==> src/rtl/batalha_pkg.sv <==
// Shared definitions for the LED-matrix scan path: scan FSM states, pin polarity
// constants and the flat-bitmap pixel indexing used by the game logic.
package batalha_pkg;

  typedef enum logic [0:0] {
    ST_BLANK,
    ST_DRIVE
  } scan_state_t;

  localparam bit POL_ACT_HIGH = 1'b0;
  localparam bit POL_ACT_LOW  = 1'b1;

  // Flat bitmap layout: column-major, N_ROWS pixels per column.
  function automatic int unsigned idx(input int unsigned r, input int unsigned c,
                                      input int unsigned n_rows);
    return c * n_rows + r;
  endfunction

  // Counter width for values 0..limit-1, never narrower than one bit.
  function automatic int unsigned cnt_width(input int unsigned limit);
    if (limit <= 1) return 1;
    return unsigned'($clog2(limit));
  endfunction

endpackage

==> src/rtl/scan_timer.sv <==
// Column sequencer: BLANK then DRIVE dwell per column, column index and a
// single-cycle frame_end flag on the last DRIVE cycle of the last column.
module scan_timer
  import batalha_pkg::*;
#(
  parameter int unsigned N_COLS       = 5,
  parameter int unsigned SCAN_DIV     = 1000,
  parameter int unsigned BLANK_CYCLES = 8,
  localparam int unsigned ColW        = cnt_width(N_COLS)
) (
  input  logic              cpld_clk,
  input  logic              reset,
  output scan_state_t       state,
  output logic [ColW-1:0]   col,
  output logic              frame_end
);

  localparam int unsigned DwellMax = (SCAN_DIV > BLANK_CYCLES) ? SCAN_DIV : BLANK_CYCLES;
  localparam int unsigned CntW     = cnt_width(DwellMax);

  localparam logic [CntW-1:0] DriveLast = CntW'(SCAN_DIV - 1);
  localparam logic [CntW-1:0] BlankLast = CntW'((BLANK_CYCLES > 0) ? BLANK_CYCLES - 1 : 0);
  localparam logic [ColW-1:0] ColLast   = ColW'(N_COLS - 1);

  // Each column starts in BLANK unless blanking is disabled.
  localparam scan_state_t EntrySt = (BLANK_CYCLES > 0) ? ST_BLANK : ST_DRIVE;

  scan_state_t      state_q;
  logic [ColW-1:0]  col_q;
  logic [CntW-1:0]  cnt_q;

  always_ff @(posedge cpld_clk or posedge reset) begin
    if (reset) begin
      state_q <= EntrySt;
      col_q   <= '0;
      cnt_q   <= '0;
    end else begin
      unique case (state_q)
        ST_BLANK: begin
          if (cnt_q == BlankLast) begin
            cnt_q   <= '0;
            state_q <= ST_DRIVE;
          end else begin
            cnt_q <= cnt_q + 1'b1;
          end
        end
        ST_DRIVE: begin
          if (cnt_q == DriveLast) begin
            cnt_q   <= '0;
            state_q <= EntrySt;
            col_q   <= (col_q == ColLast) ? '0 : col_q + 1'b1;
          end else begin
            cnt_q <= cnt_q + 1'b1;
          end
        end
        default: begin
          cnt_q   <= '0;
          state_q <= EntrySt;
        end
      endcase
    end
  end

  assign state     = state_q;
  assign col       = col_q;
  assign frame_end = (state_q == ST_DRIVE) && (cnt_q == DriveLast) && (col_q == ColLast);

endmodule

==> src/rtl/matriz_scan_ctrl.sv <==
// LED-matrix scan controller: double-buffered bitmap with tear-free swap at frame end,
// per-pixel blink mask, anti-ghost blanking and registered row/column pin drive.
module matriz_scan_ctrl
  import batalha_pkg::*;
#(
  parameter int unsigned N_ROWS       = 7,
  parameter int unsigned N_COLS       = 5,
  parameter int unsigned SCAN_DIV     = 1000,
  parameter int unsigned BLANK_CYCLES = 8,
  parameter int unsigned BLINK_FRAMES = 25,
  parameter bit          ROW_ACT_LOW  = 1'b1,
  parameter bit          COL_ACT_LOW  = 1'b0
) (
  input  logic                       cpld_clk,
  input  logic                       reset,
  input  logic [N_ROWS*N_COLS-1:0]   map_in,
  input  logic [N_ROWS*N_COLS-1:0]   blink_in,
  input  logic                       load_valid,
  output logic                       load_ready,
  output logic [N_ROWS-1:0]          linha_matriz,
  output logic [N_COLS-1:0]          coluna_matriz,
  output logic                       frame_start,
  output logic                       blink_phase
);

  localparam int unsigned NPix = N_ROWS * N_COLS;
  localparam int unsigned ColW = cnt_width(N_COLS);
  localparam int unsigned FrmW = cnt_width(BLINK_FRAMES);

  localparam logic [FrmW-1:0]   FrmLast = FrmW'(BLINK_FRAMES - 1);
  localparam bit                RowInv  = (ROW_ACT_LOW == POL_ACT_LOW);
  localparam bit                ColInv  = (COL_ACT_LOW == POL_ACT_LOW);
  localparam logic [N_ROWS-1:0] RowIdle = {N_ROWS{RowInv}};
  localparam logic [N_COLS-1:0] ColIdle = {N_COLS{ColInv}};

  scan_state_t      state;
  logic [ColW-1:0]  col;
  logic             frame_end;

  scan_timer #(
    .N_COLS       (N_COLS),
    .SCAN_DIV     (SCAN_DIV),
    .BLANK_CYCLES (BLANK_CYCLES)
  ) u_scan_timer (
    .cpld_clk  (cpld_clk),
    .reset     (reset),
    .state     (state),
    .col       (col),
    .frame_end (frame_end)
  );

  // Frame buffers
  logic [NPix-1:0] pend_map_q, pend_blink_q;
  logic [NPix-1:0] act_map_q, act_blink_q;
  logic            pend_full_q;
  logic            load_fire;

  assign load_ready = ~pend_full_q;
  assign load_fire  = load_valid & ~pend_full_q;

  always_ff @(posedge cpld_clk or posedge reset) begin
    if (reset) begin
      pend_map_q   <= '0;
      pend_blink_q <= '0;
      act_map_q    <= '0;
      act_blink_q  <= '0;
      pend_full_q  <= 1'b0;
    end else begin
      if (load_fire) begin
        pend_map_q   <= map_in;
        pend_blink_q <= blink_in;
      end
      // Swap only at frame end so no frame ever shows a mix of two bitmaps.
      if (frame_end && pend_full_q) begin
        act_map_q   <= pend_map_q;
        act_blink_q <= pend_blink_q;
      end
      // A load on the frame-end cycle itself lands in pending and waits a full frame.
      if (load_fire) begin
        pend_full_q <= 1'b1;
      end else if (frame_end) begin
        pend_full_q <= 1'b0;
      end
    end
  end

  // Frame counting and blink phase
  logic [FrmW-1:0] frm_q;
  logic            blink_phase_q;
  logic            frame_start_q;

  always_ff @(posedge cpld_clk or posedge reset) begin
    if (reset) begin
      frm_q         <= '0;
      blink_phase_q <= 1'b0;
      frame_start_q <= 1'b0;
    end else begin
      frame_start_q <= frame_end;
      if (frame_end) begin
        if (frm_q == FrmLast) begin
          frm_q         <= '0;
          blink_phase_q <= ~blink_phase_q;
        end else begin
          frm_q <= frm_q + 1'b1;
        end
      end
    end
  end

  assign frame_start = frame_start_q;
  assign blink_phase = blink_phase_q;

  // Pin drive
  logic [N_ROWS-1:0] map_cols   [N_COLS];
  logic [N_ROWS-1:0] blink_cols [N_COLS];

  for (genvar c = 0; c < N_COLS; c++) begin : g_col
    assign map_cols[c]   = act_map_q[idx(0, c, N_ROWS) +: N_ROWS];
    assign blink_cols[c] = act_blink_q[idx(0, c, N_ROWS) +: N_ROWS];
  end

  logic [N_ROWS-1:0] row_lit;
  logic [N_COLS-1:0] col_sel;

  always_comb begin
    row_lit = '0;
    col_sel = '0;
    if (state == ST_DRIVE) begin
      col_sel = N_COLS'(1) << col;
      row_lit = map_cols[col] & (~blink_cols[col] | {N_ROWS{blink_phase_q}});
    end
  end

  logic [N_ROWS-1:0] linha_q;
  logic [N_COLS-1:0] coluna_q;

  always_ff @(posedge cpld_clk or posedge reset) begin
    if (reset) begin
      linha_q  <= RowIdle;
      coluna_q <= ColIdle;
    end else begin
      linha_q  <= RowInv ? ~row_lit : row_lit;
      coluna_q <= ColInv ? ~col_sel : col_sel;
    end
  end

  assign linha_matriz  = linha_q;
  assign coluna_matriz = coluna_q;

endmodule

==> config.mk <==
export PLATFORM = sky130hd
export DESIGN_NAME = matriz_scan_ctrl
export DESIGN_NICKNAME = d
export VERILOG_FILES = /design/src/rtl/batalha_pkg.sv /design/src/rtl/scan_timer.sv /design/src/rtl/matriz_scan_ctrl.sv
export SDC_FILE = /design/constraint.sdc
export NUM_CORES = 1
export LEC_CHECK = 0
export CORE_MARGIN = 8
export CORE_UTILIZATION = 55
export CTS_CLUSTER_SIZE = 30
export DETAILED_ROUTE_END_ITERATION = 7
export PLACE_DENSITY = 0.81
export SLEW_MARGIN = 20
export SYNTH_ARGS = -nofsm -noshare
export SYNTH_HDL_FRONTEND = slang
export SYNTH_SLANG_ARGS = --single-unit
==> constraint.sdc <==
create_clock -name cpld_clk -period 6.7 [get_ports cpld_clk]
set_clock_uncertainty 0.2 [all_clocks]
set_input_delay 1.005 -clock cpld_clk [delete_from_list [all_inputs] [get_ports cpld_clk]]
set_output_delay 1.005 -clock cpld_clk [all_outputs]
set_load 0.1 [all_outputs]
==> flow_summary.json <==
{
  "cp_max_fo": 37,
  "setup_violations": 0,
  "synthCells": 526,
  "crit_type": "flop to output pin",
  "hold_viol_final": 0,
  "grt_pass1_wl_mm": 24.5,
  "slew_headroom": 0.334,
  "fin_crit_sh": 0.546,
  "required_ns": 5.49,
  "fp.dieW_um": 131,
  "fin_tns_setup_ns": 0,
  "cts.path.max_buffers": 2,
  "crit_slowest_cell": "clkdlybuf4s50_1",
  "cts-hold-fix-buffers": 0,
  "wl_mm": 14.8,
  "cts_setup_buffers": 0,
  "cts_resized": 0,
  "maxCapViolCount": 0,
  "die_y_um": 131,
  "status": "complete, no violations",
  "grt_max_degree": 120,
  "via_count": 4398,
  "clock_latency_ns": 0.42,
  "fmax_mhz": 273,
  "first_iter_violations": 288,
  "synthTopCellsByArea": "dfrtp_1, mux2_2, dfstp_2",
  "cts_tree": "yes",
  "vias_per_cell": 5.50,
  "slew_viol_final": 0,
  "tightest_slew_ns": 0.995,
  "yosysTopAreaCell": "dfrtp_1",
  "io_pins": 88,
  "core_mm2": 0.0130,
  "fp-row-count": 42,
  "min_period_ns": 3.66,
  "cts-htree-levels": 4,
  "fin_util": 0.677,
  "start_kind": "flop",
  "drive_gt1_frac": 0.296,
  "dp_hpwl_mm": 10.3,
  "cts.sink_count": 174,
  "drc": 0,
  "dieArea_mm2": 0.0171,
  "powerDensity_mw_per_mm2": 290,
  "netlist_top_cells_count": "dfrtp_1, mux2_2, inv_1",
  "cts.clk_slew.worst_paths_ns": 0.06,
  "ant_nets": 0,
  "hp-class": "flop to flop",
  "synth.avg_cell_area_um2": 13.8,
  "seq_area_frac_synth": 0.602,
  "firstDrtPassIters": 4,
  "fin_nets": 692,
  "yosys.cell_count.top_type": "dfrtp_1",
  "grt_pass1_vias": 4842,
  "grt_usage": 0.188,
  "clockRootBuffer": "clkbuf_16",
  "wire_per_inst_um": 18.5,
  "rsz0062_at_grt": "no",
  "post-route-cell-area_mm2": 0.00883,
  "antenna_cells": 0,
  "area_delta_synth_final_pct": 21.9,
  "cp.arrival_ns": 2.46,
  "syn_area_mm2": 0.00724,
  "yosys_warnings": 0,
  "overflow": 0,
  "antenna_found_initial": 0,
  "synth_edf_count": 0,
  "gp_congestion": 0.788,
  "ys_types": 40,
  "critPathBufInv": 1,
  "path_delay_family": "buffers and inverters",
  "synth.ff_latch_count": 174,
  "port_buffers": 87,
  "max-vdd-ir-drop_v": 0.000194,
  "max_stage_delay_ns": 1.26,
  "dpl_cell_area_mm2": 0.00822,
  "p_leak_uw": 0.00392,
  "cts-buffers-inserted": 17,
  "path_cells": "clkdlybuf4s50_1",
  "synth.top_cell.area_share": 0.577,
  "critPathCaptureType": "output pin",
  "synth_ff_type": "dfrtp_1",
  "initial_core_util": 0.556,
  "async_flop_share": 1.00,
  "total_power_uw": 2560,
  "syn-num-nets": 607
}
## kinds of logic (layout without fill, tap and decap cells)
group / Yosys count / in the layout / synth area share
simple gates: 79 / 79 / 0.0608
compound gates: 56 / 56 / 0.0508
flops: 174 / 174 / 0.602
fa+ha+maj: 8 / 8 / 0.0138
xor+xnor: 8 / 8 / 0.00968
mux: 145 / 145 / 0.226
buf+inv: 56 / 154 / 0.0365
## sequential cells by signal (all words and copies together), names as in the netlist
signal	cells
act_blink_q	35
act_map_q	35
blink_phase	1
coluna_matriz	5
frame_start	1
frm_q	5
linha_matriz	7
pend_blink_q	35
pend_full_q	1
pend_map_q	35
u_scan_timer.cnt_q	10
u_scan_timer.col	3
u_scan_timer.state	1
## layout make-up
| class | instances | area (µm²) |
|---|---|---|
| clock buffer | 21 | 460 |
| clock inverter | 11 | 140 |
| fill | 949 | 4200 |
| inverter | 32 | 128 |
| multi-input combinational | 296 | 2620 |
| sequential | 174 | 4360 |
| tap | 176 | 220 |
| timing repair buffer | 90 | 893 |
## report_power, final
group	total [µW]	internal (µW)	leakage [µW]	switching (µW)
combinational	246	165	0.00140	81.2
sequential	1320	1220	0.00222	104
clock	996	604	0.000297	392
## stage by stage
stage	hold slack [ns]	instances	setup WS, ns
4_1_cts	0.285	800	2.63
5_1_grt	0.307	800	2.91
6_report	0.279	800	3.04
3_5_place_dp	0.269	768	3.09
2_1_floorplan	0.254	526	0.790
3_3_place_gp	0.268	768	3.13
## metal layers
metal | up-vias | wire length [µm] | global-route usage | part of all wire
li1 | 2022 | - | - | -
met1 | 2259 | 6050 | 0.231 | 0.41
met2 | 91 | 7750 | 0.315 | 0.52
met3 | 26 | 691 | 0.0507 | 0.047
met4 | 0 | 301 | 0.0668 | 0.020
met5 | - | 0 | 0 | 0
## placed cells by master (no fill, tap or decap), types with 2 or more instances in the layout
master | netlist | layout
clkbuf_1 | 6 | 2
a21oi_1 | 8 | 8
mux2_1 | 6 | 6
clkinv_4 | 0 | 2
inv_1 | 31 | 30
o211ai_1 | 24 | 24
xnor2_1 | 5 | 5
nand2_1 | 10 | 10
nand3_1 | 21 | 21
buf_4 | 3 | 3
dfrtp_1 | 167 | 166
clkbuf_8 | 0 | 2
bufinv_16 | 0 | 3
clkinv_2 | 0 | 5
ha_1 | 8 | 8
nor3_1 | 3 | 3
xor2_1 | 3 | 3
clkdlybuf4s50_1 | 0 | 87
dfstp_2 | 7 | 7
mux2_2 | 138 | 138
o21ai_0 | 6 | 6
nor2_1 | 14 | 14
and2_1 | 5 | 5
nand2b_1 | 12 | 12
and4_1 | 2 | 2
a31oi_1 | 15 | 15
clkbuf_16 | 0 | 17
## path summary, 6_finish.rpt
path	end	slack (ns)	from	cells after the start
worst max-delay path	blink_phase	3.04	blink_phase	1
worst min-delay path	u_scan_timer.cnt_q[0]	0.28	u_scan_timer.cnt_q[0]	1
worst max register to register	act_map_q[14]	3.10	u_scan_timer.col[0]	6
worst min register to register	u_scan_timer.cnt_q[0]	0.28	u_scan_timer.cnt_q[0]	1
max in group asynchronous	act_blink_q[20]	4.16	reset	3
min in group asynchronous	u_scan_timer.cnt_q[1]	0.94	reset	2
Note: power is estimated with default switching activity, not from simulation.
